$ cat src/rtl/multicycle_main_fsm.sv
// multicycle_main_fsm
// Main control FSM for the multi-cycle RISC-V datapath. Sequences fetch,
// decode, execute, memory and writeback for lw, sw, R-type, I-type ALU, beq
// and jal. It also runs the ready handshake to the shared instruction/data
// memory.
//
// Ports:
//   i_clk          clock, rising edge
//   i_rst_n        asynchronous active-low reset (state -> FETCH)
//   i_op[6:0]      opcode field of the instruction register
//   i_zero         ALU zero flag (beq decision)
//   i_mem_ready    memory completed the current access this cycle
//   o_mem_req      memory request, held until i_mem_ready
//   o_adr_src      memory address: 0 = PC, 1 = ALUOut
//   o_mem_write    store strobe (only while o_mem_req)
//   o_ir_write     load IR and OldPC
//   o_pc_write     PC enable
//   o_reg_write    register file write enable
//   o_result_src   00 = ALUOut, 01 = Data, 10 = ALUResult
//   o_alu_src_a    00 = PC, 01 = OldPC, 10 = rs1
//   o_alu_src_b    00 = rs2, 01 = ImmExt, 10 = constant 4
//   o_alu_op       00 = add, 01 = subtract, 10 = funct-decoded
//   o_illegal_op   sticky unsupported-opcode flag
//   o_state_dbg    current state encoding (zero-extended)

module multicycle_main_fsm #(
  parameter int STATE_W = 4
) (
  input  logic               i_clk,
  input  logic               i_rst_n,
  input  logic [6:0]         i_op,
  input  logic               i_zero,
  input  logic               i_mem_ready,
  output logic               o_mem_req,
  output logic               o_adr_src,
  output logic               o_mem_write,
  output logic               o_ir_write,
  output logic               o_pc_write,
  output logic               o_reg_write,
  output logic [1:0]         o_result_src,
  output logic [1:0]         o_alu_src_a,
  output logic [1:0]         o_alu_src_b,
  output logic [1:0]         o_alu_op,
  output logic               o_illegal_op,
  output logic [STATE_W-1:0] o_state_dbg
);

  localparam logic [3:0] S_FETCH    = 4'd0;
  localparam logic [3:0] S_DECODE   = 4'd1;
  localparam logic [3:0] S_MEMADR   = 4'd2;
  localparam logic [3:0] S_MEMREAD  = 4'd3;
  localparam logic [3:0] S_MEMWB    = 4'd4;
  localparam logic [3:0] S_MEMWRITE = 4'd5;
  localparam logic [3:0] S_EXECR    = 4'd6;
  localparam logic [3:0] S_EXECI    = 4'd7;
  localparam logic [3:0] S_ALUWB    = 4'd8;
  localparam logic [3:0] S_BEQ      = 4'd9;
  localparam logic [3:0] S_JAL      = 4'd10;
  localparam logic [3:0] S_TRAP     = 4'd11;

  localparam logic [6:0] OP_LW   = 7'b0000011;
  localparam logic [6:0] OP_SW   = 7'b0100011;
  localparam logic [6:0] OP_R    = 7'b0110011;
  localparam logic [6:0] OP_I    = 7'b0010011;
  localparam logic [6:0] OP_BEQ  = 7'b1100011;
  localparam logic [6:0] OP_JAL  = 7'b1101111;

  logic [3:0] r_state;
  logic [3:0] w_next_state;
  logic       r_illegal_op;

  // State register
  always_ff @(posedge i_clk or negedge i_rst_n) begin
    if (!i_rst_n) begin
      r_state <= S_FETCH;
    end else begin
      r_state <= w_next_state;
    end
  end

  // Sticky illegal-opcode flag, set on the DECODE -> TRAP transition only
  always_ff @(posedge i_clk or negedge i_rst_n) begin
    if (!i_rst_n) begin
      r_illegal_op <= 1'b0;
    end else if (r_state == S_DECODE && w_next_state == S_TRAP) begin
      r_illegal_op <= 1'b1;
    end
  end

  // Next-state logic
  always_comb begin
    w_next_state = S_FETCH;
    case (r_state)
      S_FETCH:    w_next_state = i_mem_ready ? S_DECODE : S_FETCH;
      S_DECODE: begin
        case (i_op)
          OP_LW, OP_SW: w_next_state = S_MEMADR;
          OP_R:         w_next_state = S_EXECR;
          OP_I:         w_next_state = S_EXECI;
          OP_BEQ:       w_next_state = S_BEQ;
          OP_JAL:       w_next_state = S_JAL;
          default:      w_next_state = S_TRAP;
        endcase
      end
      S_MEMADR:   w_next_state = (i_op == OP_LW) ? S_MEMREAD : S_MEMWRITE;
      S_MEMREAD:  w_next_state = i_mem_ready ? S_MEMWB : S_MEMREAD;
      S_MEMWB:    w_next_state = S_FETCH;
      S_MEMWRITE: w_next_state = i_mem_ready ? S_FETCH : S_MEMWRITE;
      S_EXECR:    w_next_state = S_ALUWB;
      S_EXECI:    w_next_state = S_ALUWB;
      S_ALUWB:    w_next_state = S_FETCH;
      S_BEQ:      w_next_state = S_FETCH;
      S_JAL:      w_next_state = S_ALUWB;
      S_TRAP:     w_next_state = S_TRAP;
      default:    w_next_state = S_FETCH;  // encodings 12-15 recover
    endcase
  end

  // Output logic (Moore, with ready/zero gating of the PC/IR enables)
  always_comb begin
    o_mem_req    = 1'b0;
    o_adr_src    = 1'b0;
    o_mem_write  = 1'b0;
    o_ir_write   = 1'b0;
    o_pc_write   = 1'b0;
    o_reg_write  = 1'b0;
    o_result_src = 2'b00;
    o_alu_src_a  = 2'b00;
    o_alu_src_b  = 2'b00;
    o_alu_op     = 2'b00;
    case (r_state)
      S_FETCH: begin
        o_mem_req    = 1'b1;
        o_alu_src_b  = 2'b10;
        o_result_src = 2'b10;
        // Reset is folded in so an asserted rst_n with a stray ready can
        // never write PC/IR while the state register is held cleared.
        o_ir_write   = i_mem_ready & i_rst_n;
        o_pc_write   = i_mem_ready & i_rst_n;
      end
      S_DECODE: begin
        o_alu_src_a = 2'b01;
        o_alu_src_b = 2'b01;
      end
      S_MEMADR: begin
        o_alu_src_a = 2'b10;
        o_alu_src_b = 2'b01;
      end
      S_MEMREAD: begin
        o_mem_req = 1'b1;
        o_adr_src = 1'b1;
      end
      S_MEMWB: begin
        o_result_src = 2'b01;
        o_reg_write  = 1'b1;
      end
      S_MEMWRITE: begin
        o_mem_req   = 1'b1;
        o_adr_src   = 1'b1;
        o_mem_write = 1'b1;
      end
      S_EXECR: begin
        o_alu_src_a = 2'b10;
        o_alu_op    = 2'b10;
      end
      S_EXECI: begin
        o_alu_src_a = 2'b10;
        o_alu_src_b = 2'b01;
        o_alu_op    = 2'b10;
      end
      S_ALUWB: begin
        o_reg_write = 1'b1;
      end
      S_BEQ: begin
        o_alu_src_a = 2'b10;
        o_alu_op    = 2'b01;
        o_pc_write  = i_zero;
      end
      S_JAL: begin
        o_alu_src_a = 2'b01;
        o_alu_src_b = 2'b10;
        o_pc_write  = 1'b1;
      end
      default: begin
      end
    endcase
  end

  assign o_illegal_op = r_illegal_op;
  assign o_state_dbg  = STATE_W'(r_state);

endmodule

$ cat config.mk
export PLATFORM = sky130hd
export DESIGN_NAME = multicycle_main_fsm
export DESIGN_NICKNAME = d
export VERILOG_FILES = /design/src/rtl/multicycle_main_fsm.sv
export SDC_FILE = /design/constraint.sdc
export NUM_CORES = 1
export LEC_CHECK = 0
export ABC_CLOCK_PERIOD_IN_PS = 4500
export BUFFER_PORTS_ARGS = -buffer_cell sky130_fd_sc_hd__buf_4
export CAP_MARGIN = 40
export CORE_AREA = 2 2 39 41
export CTS_BUF_LIST = sky130_fd_sc_hd__clkbuf_4 sky130_fd_sc_hd__clkbuf_8
export CTS_CLUSTER_SIZE = 20
export DETAILED_ROUTE_END_ITERATION = 10
export DIE_AREA = 0 0 41 43
export PLACE_DENSITY = 0.74
export SYNTH_ARGS = -nofsm -noshare
export SYNTH_HDL_FRONTEND = slang
export SYNTH_SLANG_ARGS = --single-unit
$ cat constraint.sdc
create_clock -name i_clk -period 4.5 [get_ports i_clk]
set_input_delay 0.675 -clock i_clk [delete_from_list [all_inputs] [get_ports i_clk]]
set_output_delay 0.675 -clock i_clk [all_outputs]
set_load 0.02 [all_outputs]
==> results summary <==
The per-instance average area after synthesis came out at between 7 and 8 µm². Of the total synthesized cell area, the portion taken by full adders, half adders and majority gates is 0. Among cell families on the critical path, the largest total delay comes from simple AND/OR/NAND/NOR gates. Final hold analysis gives a worst-case slack of ~230 ps. In this run, post-CTS hold repair placed 0 buffers.

The worst register-to-register path ends at o_illegal_op. The total wire length after detailed routing is about 1500 µm. The layout cell share with drive strength beyond 1 is 0.373. The number of vias per cell after detailed routing is 5.44. The post-route cell area is a little under 800 µm². The power density over cell area came out at just over 700 mW/mm². The startpoint of the worst-slack reg-to-reg timing path is o_state_dbg[1]. The final count of pins violating max slew was 0. The flow ran to the end, and the final reports show no timing, DRC or antenna violations.

After synthesis, the largest family of logic cells by area is simple AND/OR/NAND/NOR gates. The estimated wirelength of the detail-placed design is roughly 1200 µm. The count of H-tree levels built during CTS is 1. The maximum number of pins on one net before global-route repair is 17. For this design the static power due to leakage is between 0.3 and 0.4 nW. The wire length of the first global-routing pass came out at between 2000 and 2500 µm. The setup clock skew after layout came out at approximately 4.7 ps. The final number of hold-violating endpoints is 0. The type of the tightest min-delay check is in -> async.

The worst supply voltage drop on vdd came out at 0.342 mV. The routed wirelength normalized by instance count came out at ~13 µm. The number of warning messages in the yosys log came out at 0.

The total negative slack came out at 0 ps. The post-cts repair resize count came out at 0. Counting both buffers and inverters, the worst setup path holds a total of 1.

The slew at the pin closest to its max-slew limit is 488 ps. The startpoint of the worst setup timing path is o_state_dbg[1]. Counting cells, the worst reg-to-reg path comes to 4. The die covers 0.00176 mm². The number of cells produced by synthesis came out at 73. In this run the remaining antenna-violating nets after routing total 0. The post-layout worst setup margin came out at roughly 2000 ps. The setup slack on the worst flop-to-flop path is between 2000 and 3000 ps. The complex-gate fraction of the synthesized area came out at 0.276. Row generation in the floorplan step produced 14 rows. Setup repair after global routing left no endpoint under its margin. STA classifies the critical path endpoint as an output port. After synthesis, the share of cell area in mux cells is 0. The simple-gate portion of the synthesized area came out at 0.403. The arrival time of data at the critical path endpoint came out at 1830 ps. The tree is rooted in a clkbuf_4. The number of nets produced by synthesis is 84. The worst slew margin relative to its limit came out at 0.672. TritonCTS built the clock tree. The synthesized-area fraction occupied by xor and xnor cells came out at 0.0323. For this run, global-route usage on met2 was measured as 0.281. STA classifies the critical path startpoint as a register.

The clock transition at the register clock pins on the worst setup and hold paths after CTS is ~40 ps. The detailed-route DRC error count came out at 0. The buffers inserted during post-CTS setup optimization is 0.

The initial utilization of the core area, before any placement, comes to 0.392. The clock net sink count came out at 5. The number of clock buffers added by TritonCTS is 3. The post-detailed-placement cell area came out at 764 µm². The number of primary I/O pins came out at 30. The core region area is 0.00138 mm². The critical path goes through nor4_1 -> and3_1 -> o21bai_1 -> buf_4. The clock period could shrink to roughly 2500 ps. OpenSTA, run right after detailed placement, puts the worst setup slack at 2290 ps.

The global routing usage on met1 is 0.289. After synthesis the cells add up to roughly 540 µm². At the later pin of the worst-skew pair, clock insertion delay measures ~240 ps. The via count is 642. The flip-flop and latch count after synthesis came out at 5.

The die span in y came out at approximately 43 µm. The count of inserted antenna diode cells is 0. The final number of setup-violating endpoints came out at 0. Counting distinct cell types in the post-synthesis netlist gives 34. The setup path with the least slack is of type reg -> out.

The data required time of the critical path came out at 3830 ps. The peak clock frequency supported by timing came out at around 0.4 GHz. The final period utilization came out at 0.557. The number of antenna violations at the first check in global routing is 0.

The slowest stage of the critical path is the dfrtp_1 cell. The largest buffer count on any clock path came out at 2. At the end of the flow, the number of nets in the layout was ~110.

The met3 global-route usage came out at 0.0157. The global placement routability congestion came out at slightly below 0.8. The number of max-cap violations is 0.

The first-iteration detailed-routing DRC count is 13. The total overflow left after global routing is 0. The peak fanout along the critical path is 16. The post-layout total power is 0.563 mW.

The global routing's busiest layer is met1. The sequential fraction of the synthesis area came out at 0.230. The horizontal extent of the die came out at slightly above 40 µm.

The total routing resource utilization after global routing is 0.195. The via count of the first global-routing pass came out at 533. For this run, the slowest stage of the critical path takes between 500 and 600 ps. The relative area change from synthesis to final layout is 46.3%. The count of input and output buffers is 29. The first detailed-routing pass took 4 iterations.
==> worst reg2reg max path, stage by stage, from the launching register on <==
cell	delay, ps
dfrtp_1	540
or4b_4	650
a41oi_2	180
a31oi_1	90
o41ai_2	300
==> stage by stage <==
stage,std cells,util
after floorplan,73,-
after global placement,114,0.552
after detailed placement,114,0.552
after CTS,118,0.574
after global routing,118,0.574
final,118,0.574
==> routing by layer <==
layer / up-vias / wire, µm
met5: - / 0
met4: 0 / 0
met3: 0 / 99
met2: 25 / 669
met1: 291 / 755
li1: 326 / -
==> final cells by class <==
cell class | instances | area [µm²]
Multi-Input combinational cell | 60 | 387
Fill cell | 149 | 589
Timing Repair Buffer | 29 | 218
Inverter | 4 | 15.0
Clock buffer | 4 | 30.0
Sequential cell | 5 | 125
Tap cell | 16 | 20.0
==> flip-flops by register name (all words and copies together) (netlist names) <==
register / count
o_state_dbg: 4
o_illegal_op: 1
==> cells by family after synthesis <==
| kind of cell | count (synthesis) |
|---|---|
| AOI/OAI and AO/OA | 20 |
| and+or+nand+nor | 38 |
| DFF | 5 |
| buffers and inverters | 8 |
| xor gates and xnor gates | 2 |
==> where the power goes <==
group          switching, mW  internal, mW
clock network         0.0177        0.0395
logic                  0.215         0.176
registers             0.0550        0.0598
total                  0.287         0.276
==> cells in the final DEF (no fill, tap or decap), types with 2 or more instances in the layout <==
cell	instances
a211oi_1	2
a31oi_1	2
nand2b_1	7
nor2_1	10
buf_4	29
o21ai_0	3
a21oi_1	4
nand2_1	4
nor3_1	3
clkbuf_4	4
nor2b_1	4
inv_1	4
nor3b_1	2
dfrtp_1	5
==> synth_stat cells <==
cell | instances | share of area
nand2_1 | 4 | 0.028
clkbuf_1 | 2 | 0.014
dfrtp_1 | 5 | 0.23
nor4_1 | 1 | 0.012
o21ai_0 | 3 | 0.028
and3b_1 | 1 | 0.016
xnor2_1 | 1 | 0.016
a31oi_1 | 2 | 0.023
inv_1 | 4 | 0.028
or4b_4 | 1 | 0.025
a21boi_0 | 1 | 0.014
nor2_1 | 10 | 0.069
or2_2 | 1 | 0.012
o32ai_1 | 1 | 0.016
nor3b_1 | 2 | 0.028
a41oi_2 | 1 | 0.030
a21oi_1 | 4 | 0.037
buf_2 | 1 | 0.0092
o41ai_2 | 1 | 0.030
nor4_2 | 1 | 0.023
buf_1 | 1 | 0.0069
nand2b_1 | 7 | 0.081
o21bai_1 | 1 | 0.014
a21o_1 | 1 | 0.014
o221ai_1 | 1 | 0.016
o22ai_1 | 1 | 0.012
xor2_1 | 1 | 0.016
nor2b_1 | 4 | 0.046
o41ai_1 | 1 | 0.016
a211oi_1 | 2 | 0.028
nand4_1 | 1 | 0.012
nor3_1 | 3 | 0.028
or4_1 | 1 | 0.014
and3_1 | 1 | 0.012
==> how the worst max path moves through the flow <==
stage,to,slack (ps),depth (start not counted)
after global routing,o_pc_write,1910,4
after CTS,o_pc_write,2010,4
after global placement,o_pc_write,2410,4
after floorplan,o_pc_write,1650,4
final,o_pc_write,1990,4
after detailed placement,o_pc_write,2290,4
No activity file was read; power rests on OpenSTA's default activity.
